$ cat src/rtl/alu_pkg.sv
// Shared definitions for the sequential ALU: func codes, sequencer states,
// iterative-unit op select and the default datapath width.
package alu_pkg;

    localparam int unsigned DEFAULT_WIDTH = 32;

    localparam logic [3:0] F_ADD  = 4'd0;
    localparam logic [3:0] F_SUB  = 4'd1;
    localparam logic [3:0] F_AND  = 4'd2;
    localparam logic [3:0] F_OR   = 4'd3;
    localparam logic [3:0] F_NOR  = 4'd4;
    localparam logic [3:0] F_SLT  = 4'd5;
    localparam logic [3:0] F_SLTU = 4'd6;
    localparam logic [3:0] F_XOR  = 4'd7;
    localparam logic [3:0] F_MUL  = 4'd8;
    localparam logic [3:0] F_DIVU = 4'd9;
    localparam logic [3:0] F_REMU = 4'd10;

    typedef enum logic [1:0] {
        ST_IDLE,
        ST_CALC,
        ST_DONE
    } state_t;

    typedef enum logic [1:0] {
        MD_MUL,
        MD_DIVU,
        MD_REMU
    } md_op_t;

    function automatic logic is_iter(input logic [3:0] f);
        return (f == F_MUL) || (f == F_DIVU) || (f == F_REMU);
    endfunction

endpackage

$ cat src/rtl/alu_muldiv_iter.sv
// Iterative multiply (shift-add, LSB first) and restoring divide (MSB first).
// result presents the value produced by the current step, so the caller
// captures the final answer on the edge of the last step.
module alu_muldiv_iter
    import alu_pkg::*;
#(
    parameter int unsigned WIDTH = DEFAULT_WIDTH
) (
    input  logic             clk,
    input  logic             rst_n,
    input  logic             load,
    input  md_op_t           op,
    input  logic [WIDTH-1:0] a,
    input  logic [WIDTH-1:0] b,
    input  logic             step,
    output logic [WIDTH-1:0] result
);

    md_op_t           op_q;
    logic [WIDTH-1:0] acc_q, acc_d;
    logic [WIDTH-1:0] mcand_q, mcand_d;
    logic [WIDTH-1:0] mplier_q, mplier_d;
    logic [WIDTH-1:0] rem_q, rem_d;
    logic [WIDTH-1:0] quo_q, quo_d;
    logic [WIDTH-1:0] dvsr_q;
    logic [WIDTH:0]   shifted;
    logic [WIDTH:0]   trial;

    always_comb begin
        acc_d    = acc_q + (mplier_q[0] ? mcand_q : '0);
        mcand_d  = mcand_q << 1;
        mplier_d = mplier_q >> 1;

        // Trial subtract is one bit wider so its sign bit says "restore".
        shifted  = {rem_q, quo_q[WIDTH-1]};
        trial    = shifted - {1'b0, dvsr_q};
        rem_d    = trial[WIDTH] ? shifted[WIDTH-1:0] : trial[WIDTH-1:0];
        quo_d    = {quo_q[WIDTH-2:0], ~trial[WIDTH]};

        case (op_q)
            MD_MUL:  result = acc_d;
            MD_DIVU: result = quo_d;
            default: result = rem_d;
        endcase
    end

    always_ff @(posedge clk or negedge rst_n) begin
        if (!rst_n) begin
            op_q     <= MD_MUL;
            acc_q    <= '0;
            mcand_q  <= '0;
            mplier_q <= '0;
            rem_q    <= '0;
            quo_q    <= '0;
            dvsr_q   <= '0;
        end else if (load) begin
            op_q     <= op;
            acc_q    <= '0;
            mcand_q  <= a;
            mplier_q <= b;
            rem_q    <= '0;
            quo_q    <= a;
            dvsr_q   <= b;
        end else if (step) begin
            acc_q    <= acc_d;
            mcand_q  <= mcand_d;
            mplier_q <= mplier_d;
            rem_q    <= rem_d;
            quo_q    <= quo_d;
        end
    end

endmodule

$ cat src/rtl/seq_alu.sv
// Multi-cycle ALU with valid/ready handshakes: single-cycle ops finish on the
// accept edge, MUL/DIVU/REMU run WIDTH iterations in alu_muldiv_iter.
module seq_alu
    import alu_pkg::*;
#(
    parameter int unsigned WIDTH = DEFAULT_WIDTH
) (
    input  logic             clk,
    input  logic             rst_n,
    input  logic             in_valid,
    output logic             in_ready,
    input  logic [WIDTH-1:0] a,
    input  logic [WIDTH-1:0] b,
    input  logic [3:0]       func,
    output logic             out_valid,
    input  logic             out_ready,
    output logic [WIDTH-1:0] out,
    output logic             zero_flag,
    output logic             ovf_flag
);

    localparam int unsigned CW = $clog2(WIDTH + 1);

    state_t           state_q, state_d;
    logic [CW-1:0]    cnt_q, cnt_d;
    logic [WIDTH-1:0] out_q, out_d;
    logic             zero_q, zero_d;
    logic             ovf_q, ovf_d;

    logic [WIDTH-1:0] sum, diff, alu_res, md_result;
    logic             alu_ovf, div0, md_load, md_step;
    md_op_t           md_op;

    always_comb begin
        sum     = a + b;
        diff    = a - b;
        alu_res = '0;
        alu_ovf = 1'b0;
        case (func)
            F_ADD: begin
                alu_res = sum;
                alu_ovf = (a[WIDTH-1] == b[WIDTH-1]) && (sum[WIDTH-1] != a[WIDTH-1]);
            end
            F_SUB: begin
                alu_res = diff;
                alu_ovf = (a[WIDTH-1] != b[WIDTH-1]) && (diff[WIDTH-1] != a[WIDTH-1]);
            end
            F_AND:  alu_res = a & b;
            F_OR:   alu_res = a | b;
            F_NOR:  alu_res = ~(a | b);
            F_SLT:  alu_res = {{(WIDTH-1){1'b0}}, $signed(a) < $signed(b)};
            F_SLTU: alu_res = {{(WIDTH-1){1'b0}}, a < b};
            F_XOR:  alu_res = a ^ b;
            // DIVU/REMU only take this path when b == 0.
            F_DIVU: alu_res = '1;
            F_REMU: alu_res = a;
            default: alu_res = '0;
        endcase
    end

    assign div0 = ((func == F_DIVU) || (func == F_REMU)) && (b == '0);

    always_comb begin
        case (func)
            F_MUL:   md_op = MD_MUL;
            F_DIVU:  md_op = MD_DIVU;
            default: md_op = MD_REMU;
        endcase
    end

    alu_muldiv_iter #(
        .WIDTH(WIDTH)
    ) u_muldiv (
        .clk   (clk),
        .rst_n (rst_n),
        .load  (md_load),
        .op    (md_op),
        .a     (a),
        .b     (b),
        .step  (md_step),
        .result(md_result)
    );

    always_comb begin
        state_d = state_q;
        cnt_d   = cnt_q;
        out_d   = out_q;
        zero_d  = zero_q;
        ovf_d   = ovf_q;
        md_load = 1'b0;
        md_step = 1'b0;
        case (state_q)
            ST_IDLE: begin
                if (in_valid) begin
                    if (is_iter(func) && !div0) begin
                        md_load = 1'b1;
                        cnt_d   = CW'(WIDTH);
                        state_d = ST_CALC;
                    end else begin
                        out_d   = alu_res;
                        zero_d  = (alu_res == '0);
                        ovf_d   = alu_ovf;
                        state_d = ST_DONE;
                    end
                end
            end
            ST_CALC: begin
                md_step = 1'b1;
                cnt_d   = cnt_q - 1'b1;
                if (cnt_q == CW'(1)) begin
                    out_d   = md_result;
                    zero_d  = (md_result == '0);
                    ovf_d   = 1'b0;
                    state_d = ST_DONE;
                end
            end
            ST_DONE: begin
                if (out_ready) begin
                    state_d = ST_IDLE;
                end
            end
            default: state_d = ST_IDLE;
        endcase
    end

    always_ff @(posedge clk or negedge rst_n) begin
        if (!rst_n) begin
            state_q <= ST_IDLE;
            cnt_q   <= '0;
            out_q   <= '0;
            zero_q  <= 1'b0;
            ovf_q   <= 1'b0;
        end else begin
            state_q <= state_d;
            cnt_q   <= cnt_d;
            out_q   <= out_d;
            zero_q  <= zero_d;
            ovf_q   <= ovf_d;
        end
    end

    assign in_ready  = (state_q == ST_IDLE);
    assign out_valid = (state_q == ST_DONE);
    assign out       = out_q;
    assign zero_flag = zero_q;
    assign ovf_flag  = ovf_q;

endmodule

$ cat config.mk
export PLATFORM = sky130hd
export DESIGN_NAME = seq_alu
export DESIGN_NICKNAME = d
export VERILOG_FILES = /design/src/rtl/alu_pkg.sv /design/src/rtl/alu_muldiv_iter.sv /design/src/rtl/seq_alu.sv
export SDC_FILE = /design/constraint.sdc
export NUM_CORES = 1
export LEC_CHECK = 0
export CAP_MARGIN = 20
export CORE_ASPECT_RATIO = 1.5
export CORE_MARGIN = 2
export CORE_UTILIZATION = 55
export DETAILED_ROUTE_END_ITERATION = 8
export MAX_ROUTING_LAYER = met4
export PLACE_DENSITY = 0.78
export SKIP_CTS_REPAIR_TIMING = 1
export SLEW_MARGIN = 30
export SYNTH_ARGS = -nofsm -noshare
export SYNTH_HDL_FRONTEND = slang
export SYNTH_SLANG_ARGS = --single-unit
$ cat constraint.sdc
create_clock -name clk -period 8.3 [get_ports clk]
set_input_delay 1.66 -clock clk [delete_from_list [all_inputs] [get_ports clk]]
set_output_delay 1.66 -clock clk [all_outputs]
set_load 0.01 [all_outputs]
==> qor.yml, run 1 <==
clock_network:
  clock_tree.buffer_depth: 3
  clk_root_buffer_cell: "sky130_fd_sc_hd__clkbuf_16"
  tritoncts: "done"
  cts.sink_count: 236
  cts_buffers: 22
  clk_pin_slew_ps: 70
  clock_tree.htree_level_count: 1
  insertion_delay_ps: 530
critical_path:
  critical_path_class: "in2reg"
  arrival_ps: 6490
  critPathMaxFanout: 5
  worst_path_max_delay_cell: "sky130_fd_sc_hd__clkdlybuf4s50_1"
  timing.rr.start: "u_muldiv.quo_q[31]"
  endpoint_kind: "flip-flop"
  critical_path_required_ps: 8750
  reg2reg_path_depth: 16
  critical_path.startpoint_type: "primary input"
  cpPeakStageDelay_ps: 630
  critical_path.reg2reg.endpoint: "zero_flag"
  timing.critical_path.cells: "clkdlybuf4s50_1 > ha_1 > inv_1 > fa_1 > nor2b_1 > o311ai_0 > nand2_1 > o2111ai_1 > a211oi_1 > a221o_1 > o21ai_0 > and4_1 > nand4_1 > nor3_1 > a32oi_1 > o21ai_1"
  r2r_setup_slack_ps: 2840
sta:
  achievable-frequency_mhz: 166
  timing.final.hold_violations: 0
  setup_total_negative_slack_ps: 0
  period_minus_slack_ps: 6030
  period_share_pct: 72.7
  report.final.slew_viol_count: 0
  timing.final.setup_violations: 0
  timing.slew.headroom_pct: 31.6
  finClkSkew_ps: 16.5
  final.setup.worst_slack_ps: 2270
  transition_time_at_the_pin_with_the_least_slew_margin_ps: 1010
  grt_setup_unrepaired: "false"
route:
  detail_route.vias_per_cell: 7.18
  number_of_violations_reported_at_the_end_of_detailed_routing_iteration_0: 2817
  dr_total_vias: 22100
  dr.pass1.iters: 9
  detail_route.wl_per_cell_microns: 29.0
  postRouteWirelength_microns: 89500
  drc: 1
  antenna_violating_nets_post_route: 0
final_layout:
  design.final.nets: 2818
  final_layout_size_suffix_gt1_share_pct: 4.97
  nFillCells: 3230
  area.growth.synth_to_final_pct: 10.5
  final-seq-area_sq_mm: 0.00591
  area_used_by_multi_input_combinational_logic_sq_mm: 0.0134
power_and_ir_drop:
  irDropWorstVdd_mv: 0.240
  static-leakage-power_nw: 10.1
  power_density_mw_per_mm2: 357
worst_hold_path:
  worstHoldPathType: "reg2reg"
  timing.hold.worst_path_depth: 2
  holdPathEnd: "u_muldiv.mplier_q[4]"
  worst_min_delay_path_startpoint: "u_muldiv.mplier_q[4]"
floorplan:
  core.rowCount: 86
  die_height_microns: 241
  die_w_microns: 162
  coreArea_sq_mm: 0.0368
  die_area_sq_mm: 0.0389
  starting_density_of_the_core_pct: 55.8
  pin_count: 108
synthesis:
  synth-main-ff-cell: "sky130_fd_sc_hd__dfrtp_1"
  synth.cell_area_sq_mm: 0.0205
  syn-num-nets: 2824
  synthCells: 2584
  avgSynthCellArea_sq_um: 7.94
  synthArstFlopShare_pct: 100
  synthesis.yosys.warnings: 0
  synth-edff-count: 0
  synth.yosys.seq_area_share_pct: 28.8
  ys_seq_elements: 236
  synth.distinct_cells: 101
run_status:
  status: "finished with violations"
  violations: "DRC"
global_route:
  grt_start_max_net_pins: 184
  grt_overflow: 0
  grt.total_usage_pct: 46.2
  first_global_vias: 21500
  global_route_wire_length_before_repair_microns: 132000
  antenna_found_initial: 5
placed_design:
  globalplace.congestion: 1.06
  place.detailed.hpwl_microns: 67800
  pre_cts_ws_ps: 1970
  numPortBuffers: 107
run:
  drv_cap: 0
[power by group]
part / total (W) / internal [W] / switching, W
combinational: 0.00494 / 0.00180 / 0.00313
clock: 0.00109 / 0.000594 / 0.000496
sequential: 0.00207 / 0.00164 / 0.000427
total: 0.00810 / 0.00404 / 0.00406
[cells by family (layout without fill, tap and decap cells)]
kind of cell | Yosys count | in the layout | share of synthesized area, %
AOI/OAI and AO/OA | 889 | 889 | 30.0
xor gates and xnor gates | 72 | 72 | 3.07
adders and majority gates | 169 | 169 | 10.4
buffers and inverters | 323 | 333 | 6.20
DFF | 236 | 236 | 28.8
muxes | 37 | 37 | 1.84
other | 0 | 5 | 0
and+or+nand+nor | 858 | 858 | 19.7
[cell usage after synthesis, types with 7 or more instances]
| cell type | count | area [sq um] |
|---|---|---|
| sky130_fd_sc_hd__a21o_1 | 47 | 353 |
| sky130_fd_sc_hd__a2111oi_0 | 13 | 114 |
| sky130_fd_sc_hd__a311oi_1 | 9 | 78.8 |
| sky130_fd_sc_hd__a31oi_1 | 21 | 131 |
| sky130_fd_sc_hd__nor3_1 | 43 | 215 |
| sky130_fd_sc_hd__mux2i_1 | 31 | 310 |
| sky130_fd_sc_hd__o21bai_1 | 19 | 143 |
| sky130_fd_sc_hd__o21ai_1 | 15 | 75.1 |
| sky130_fd_sc_hd__clkbuf_1 | 146 | 548 |
| sky130_fd_sc_hd__nand2b_1 | 25 | 156 |
| sky130_fd_sc_hd__a21boi_0 | 8 | 60.1 |
| sky130_fd_sc_hd__nand4_1 | 21 | 131 |
| sky130_fd_sc_hd__nand3_1 | 85 | 425 |
| sky130_fd_sc_hd__nor2_1 | 183 | 687 |
| sky130_fd_sc_hd__a22oi_1 | 32 | 240 |
| sky130_fd_sc_hd__buf_2 | 13 | 65.1 |
| sky130_fd_sc_hd__ha_1 | 164 | 2050 |
| sky130_fd_sc_hd__nand2_1 | 330 | 1240 |
| sky130_fd_sc_hd__o32ai_1 | 8 | 70.1 |
| sky130_fd_sc_hd__inv_1 | 150 | 563 |
| sky130_fd_sc_hd__xor2_1 | 35 | 307 |
| sky130_fd_sc_hd__o2111ai_1 | 8 | 70.1 |
| sky130_fd_sc_hd__a21oi_1 | 192 | 961 |
| sky130_fd_sc_hd__and2_1 | 45 | 282 |
| sky130_fd_sc_hd__dfrtp_1 | 236 | 5910 |
| sky130_fd_sc_hd__o22ai_1 | 58 | 363 |
| sky130_fd_sc_hd__nor2b_1 | 24 | 150 |
| sky130_fd_sc_hd__o21a_1 | 7 | 52.6 |
| sky130_fd_sc_hd__o21ai_0 | 156 | 781 |
| sky130_fd_sc_hd__o31ai_1 | 12 | 90.1 |
| sky130_fd_sc_hd__a221o_1 | 78 | 781 |
| sky130_fd_sc_hd__o221ai_1 | 21 | 184 |
| sky130_fd_sc_hd__a221oi_1 | 15 | 131 |
| sky130_fd_sc_hd__or2_2 | 9 | 56.3 |
| sky130_fd_sc_hd__o311ai_0 | 7 | 61.3 |
| sky130_fd_sc_hd__o211ai_1 | 30 | 225 |
| sky130_fd_sc_hd__xnor2_1 | 37 | 324 |
| sky130_fd_sc_hd__o31a_1 | 7 | 61.3 |
| sky130_fd_sc_hd__or3_1 | 9 | 56.3 |
| sky130_fd_sc_hd__a211o_1 | 8 | 70.1 |
| sky130_fd_sc_hd__a211oi_1 | 44 | 330 |
| sky130_fd_sc_hd__nor4_1 | 21 | 131 |
| sky130_fd_sc_hd__and3_1 | 24 | 150 |
[state kept, by name, summed over array words and instances, names as in the netlist]
name / count
out: 32
u_muldiv.acc_q: 32
u_muldiv.dvsr_q: 32
u_muldiv.mcand_q: 32
u_muldiv.mplier_q: 32
u_muldiv.quo_q: 32
u_muldiv.rem_q: 32
cnt_q: 6
state_q: 2
u_muldiv.op_q: 2
ovf_flag: 1
zero_flag: 1
[layer usage]
metal,vias to the layer above,share of wire [%],global-route usage (%)
met2,1578,47,75.6
met1,10600,35,50.7
met3,447,9.7,8.70
met4,0,9.2,32.6
met5,-,0,-
li1,9495,-,-
[layout make-up]
type / instances / share of cell area (%)
diodes: 5 / 0.0551
inverters: 152 / 2.57
flip-flops and latches: 236 / 26.0
multi-input cells: 2025 / 59.3
clock inverters: 13 / 0.717
well taps: 484 / 2.67
repair buffers: 141 / 6.06
clock buffers: 27 / 2.65
[cells in the final DEF, fill, tap and decap left out, drive strengths merged, types with 37 or more instances in the layout]
cell	count
a221o	79
a211oi	45
xnor2	37
a21o	49
o21ai	173
clkdlybuf4s50	105
ha	164
dfrtp	236
nor2	184
nand2	331
nor3	43
and2	46
inv	155
a21oi	193
nand3	86
o22ai	58
[worst max-delay path, delay by kind of cell]
family,cells,cell delay [ps]
AOI/OAI and AO/OA,7,2150
buffers and inverters,2,690
adders and majority gates,2,670
and+or+nand+nor,5,1310
[worst max path at each step]
stage               cells after the start  from  slack [ps]        end
floorplan                              14  a[0]        3590  zero_flag
global placement                       16  b[0]        1910  zero_flag
detailed placement                     16  b[0]        1970  zero_flag
CTS                                    16  b[0]        2460  zero_flag
global route                           16  b[9]        2000    out[27]
finish                                 16  b[0]        2270  zero_flag
[through the flow]
step	hold WS [ps]	instances	util [%]	cell area (sq um)	total power, W
after floorplan	448	2584	-	20500	0.00522
after global placement	459	3037	59.4	21900	0.00660
after detailed placement	470	3037	59.4	21900	0.00673
after CTS	486	3077	61.5	22600	0.00787
after global routing	505	3083	61.7	22700	0.00847
final	487	3083	61.7	22700	0.00810
Power figures use the tool's default switching activity.
==> inputs of run 2 (changes only) <==
--- a/config.mk
+++ b/config.mk
@@ -11,7 +11,7 @@
 export CORE_UTILIZATION = 55
 export DETAILED_ROUTE_END_ITERATION = 8
 export MAX_ROUTING_LAYER = met4
-export PLACE_DENSITY = 0.78
+export PLACE_DENSITY = 0.81
 export SKIP_CTS_REPAIR_TIMING = 1
 export SLEW_MARGIN = 30
 export SYNTH_ARGS = -nofsm -noshare
==> constraint.sdc (replaced) <==
create_clock -name clk -period 5.5 [get_ports clk]
set_input_delay 1.1 -clock clk [delete_from_list [all_inputs] [get_ports clk]]
set_output_delay 1.1 -clock clk [all_outputs]
set_load 0.01 [all_outputs]
==> qor.yml, run 2 (synthesis gave the netlist of run 1 again) <==
sta:
  achievable-frequency_mhz: 204
  transition_time_at_the_pin_with_the_least_slew_margin_ps: 919
  period_share_pct: 89.2
  report.final.slew_viol_count: 0
  period_minus_slack_ps: 4910
  timing.final.setup_violations: 0
  timing.final.hold_violations: 0
  finClkSkew_ps: 18.9
  grt_setup_unrepaired: "false"
  timing.slew.headroom_pct: 38.3
final_layout:
  area_used_by_multi_input_combinational_logic_sq_mm: 0.0134
  final_layout_size_suffix_gt1_share_pct: 7.22
  final-seq-area_sq_mm: 0.00591
  nFillCells: 3224
  top_library_cells_by_usage_in_the_layout_fill_and_taps_aside: "sky130_fd_sc_hd__nand2_1, sky130_fd_sc_hd__dfrtp_1, sky130_fd_sc_hd__a21oi_1"
  stdcell_count: 3146
  design.final.nets: 2887
  layout.cells.most_common: "sky130_fd_sc_hd__nand2_1"
  area.growth.synth_to_final_pct: 12.8
  final_core_utilization_pct: 62.9
floorplan:
  coreArea_sq_mm: 0.0368
  pin_count: 108
  starting_density_of_the_core_pct: 55.8
  die_height_microns: 241
  die_w_microns: 162
  core.rowCount: 86
  die_area_sq_mm: 0.0389
critical_path:
  critPathMaxFanout: 4
  critical_path.reg2reg.endpoint: "zero_flag"
  arrival_ps: 5350
  r2r_setup_slack_ps: 770
  endpoint_kind: "flip-flop"
  critical_path_class: "in2reg"
  timing.rr.start: "u_muldiv.quo_q[31]"
  critical_path.startpoint_type: "primary input"
  critical_path_required_ps: 5940
  reg2reg_path_depth: 17
placed_design:
  post-place-cells: 3108
  place.detailed.hpwl_microns: 65500
  globalplace.congestion: 1.13
  numPortBuffers: 107
clock_network:
  cts_buffers: 21
  clock_tree.buffer_depth: 3
  tritoncts: "done"
  clk_root_buffer_cell: "sky130_fd_sc_hd__clkbuf_16"
  clock_tree.htree_level_count: 1
  cts.sink_count: 236
  insertion_delay_ps: 530
  clk_pin_slew_ps: 70
global_route:
  grt_util_met1_pct: 48.4
  global_route_wire_length_before_repair_microns: 126000
  first_global_vias: 21200
  grt_overflow: 0
  antenna_found_initial: 1
  groute.layer.met2.usage_pct: 72.9
  grt.total_usage_pct: 43.7
  grt_use_met3_pct: 6.20
  globalRoute.busiestLayer: "met2"
  grt_start_max_net_pins: 128
route:
  detail_route.vias_per_cell: 6.99
  dr.pass1.iters: 8
  detail_route.wl_per_cell_microns: 26.9
  postRouteWirelength_microns: 84700
  drc: 0
  number_of_violations_reported_at_the_end_of_detailed_routing_iteration_0: 2336
  antenna_violating_nets_post_route: 0
  dr_total_vias: 22000
power_and_ir_drop:
  irDropWorstVdd_mv: 0.345
  power_density_mw_per_mm2: 517
  static-leakage-power_nw: 10.4
worst_hold_path:
  holdPathEnd: "u_muldiv.mplier_q[20]"
  worstHoldPathType: "reg2reg"
  worst_min_delay_path_startpoint: "u_muldiv.mplier_q[20]"
  timing.hold.worst_path_depth: 2
run_status:
  status: "complete, no violations"
run:
  drv_cap: 0
-- run 2: worst max-delay path, cell delays in order --
cell	delay (ps)
sky130_fd_sc_hd__clkdlybuf4s50_1	550
sky130_fd_sc_hd__inv_1	160
sky130_fd_sc_hd__ha_1	200
sky130_fd_sc_hd__inv_1	60
sky130_fd_sc_hd__fa_1	420
sky130_fd_sc_hd__nor2b_1	170
sky130_fd_sc_hd__o311ai_0	320
sky130_fd_sc_hd__buf_4	190
sky130_fd_sc_hd__nand2_1	120
sky130_fd_sc_hd__o2111ai_1	290
sky130_fd_sc_hd__a211oi_1	140
sky130_fd_sc_hd__a221o_1	270
sky130_fd_sc_hd__o21ai_0	400
sky130_fd_sc_hd__and4_1	280
sky130_fd_sc_hd__nand4_1	150
sky130_fd_sc_hd__nor3_1	260
sky130_fd_sc_hd__a32oi_1	130
sky130_fd_sc_hd__o21ai_1	110
-- run 2: metrics by stage --
stage | setup WS, ps | setup TNS (ps) | cell area, sq um | hold slack, ps | total power, W
detailed placement | 146 | 0 | 22500 | 466 | 0.0102
global placement | -301 | -661 | 22500 | 461 | 0.00997
finish | 594 | 0 | 23200 | 483 | 0.0120
CTS | 690 | 0 | 23200 | 482 | 0.0117
floorplan | 1350 | 0 | 20500 | 448 | 0.00788
global route | 400 | 0 | 23200 | 505 | 0.0126
-- run 2: layout make-up --
class | instances | share of cell area (%)
multi-input combinational | 2025 | 58.0
timing repair buffer | 211 | 8.34
clock buffer | 30 | 2.59
clock inverter | 7 | 0.405
antenna | 1 | 0.0108
tap | 484 | 2.61
inverter | 152 | 2.52
sequential | 236 | 25.5
-- run 2: worst max path at each step --
| stage | endpoint | cells past startpoint | slack [ps] | startpoint |
|---|---|---|---|---|
| 2_1_floorplan | zero_flag | 14 | 1350 | a[0] |
| 3_3_place_gp | zero_flag | 16 | -300 | a[8] |
| 3_5_place_dp | out[27] | 17 | 150 | a[8] |
| 4_1_cts | zero_flag | 18 | 690 | a[0] |
| 5_1_grt | out[27] | 18 | 400 | a[9] |
| 6_report | zero_flag | 18 | 590 | a[0] |
-- run 2: report_power, final --
group	switching, W	internal (W)
clock	0.000694	0.000857
sequential	0.000645	0.00248
combinational	0.00450	0.00281
-- run 2: per-layer routing --
layer  routed length [microns]  vias up
li1                          -     9647
met1                     30300    10600
met2                     40000     1340
met3                      6950      382
met4                      7390        0
met5                         0        -
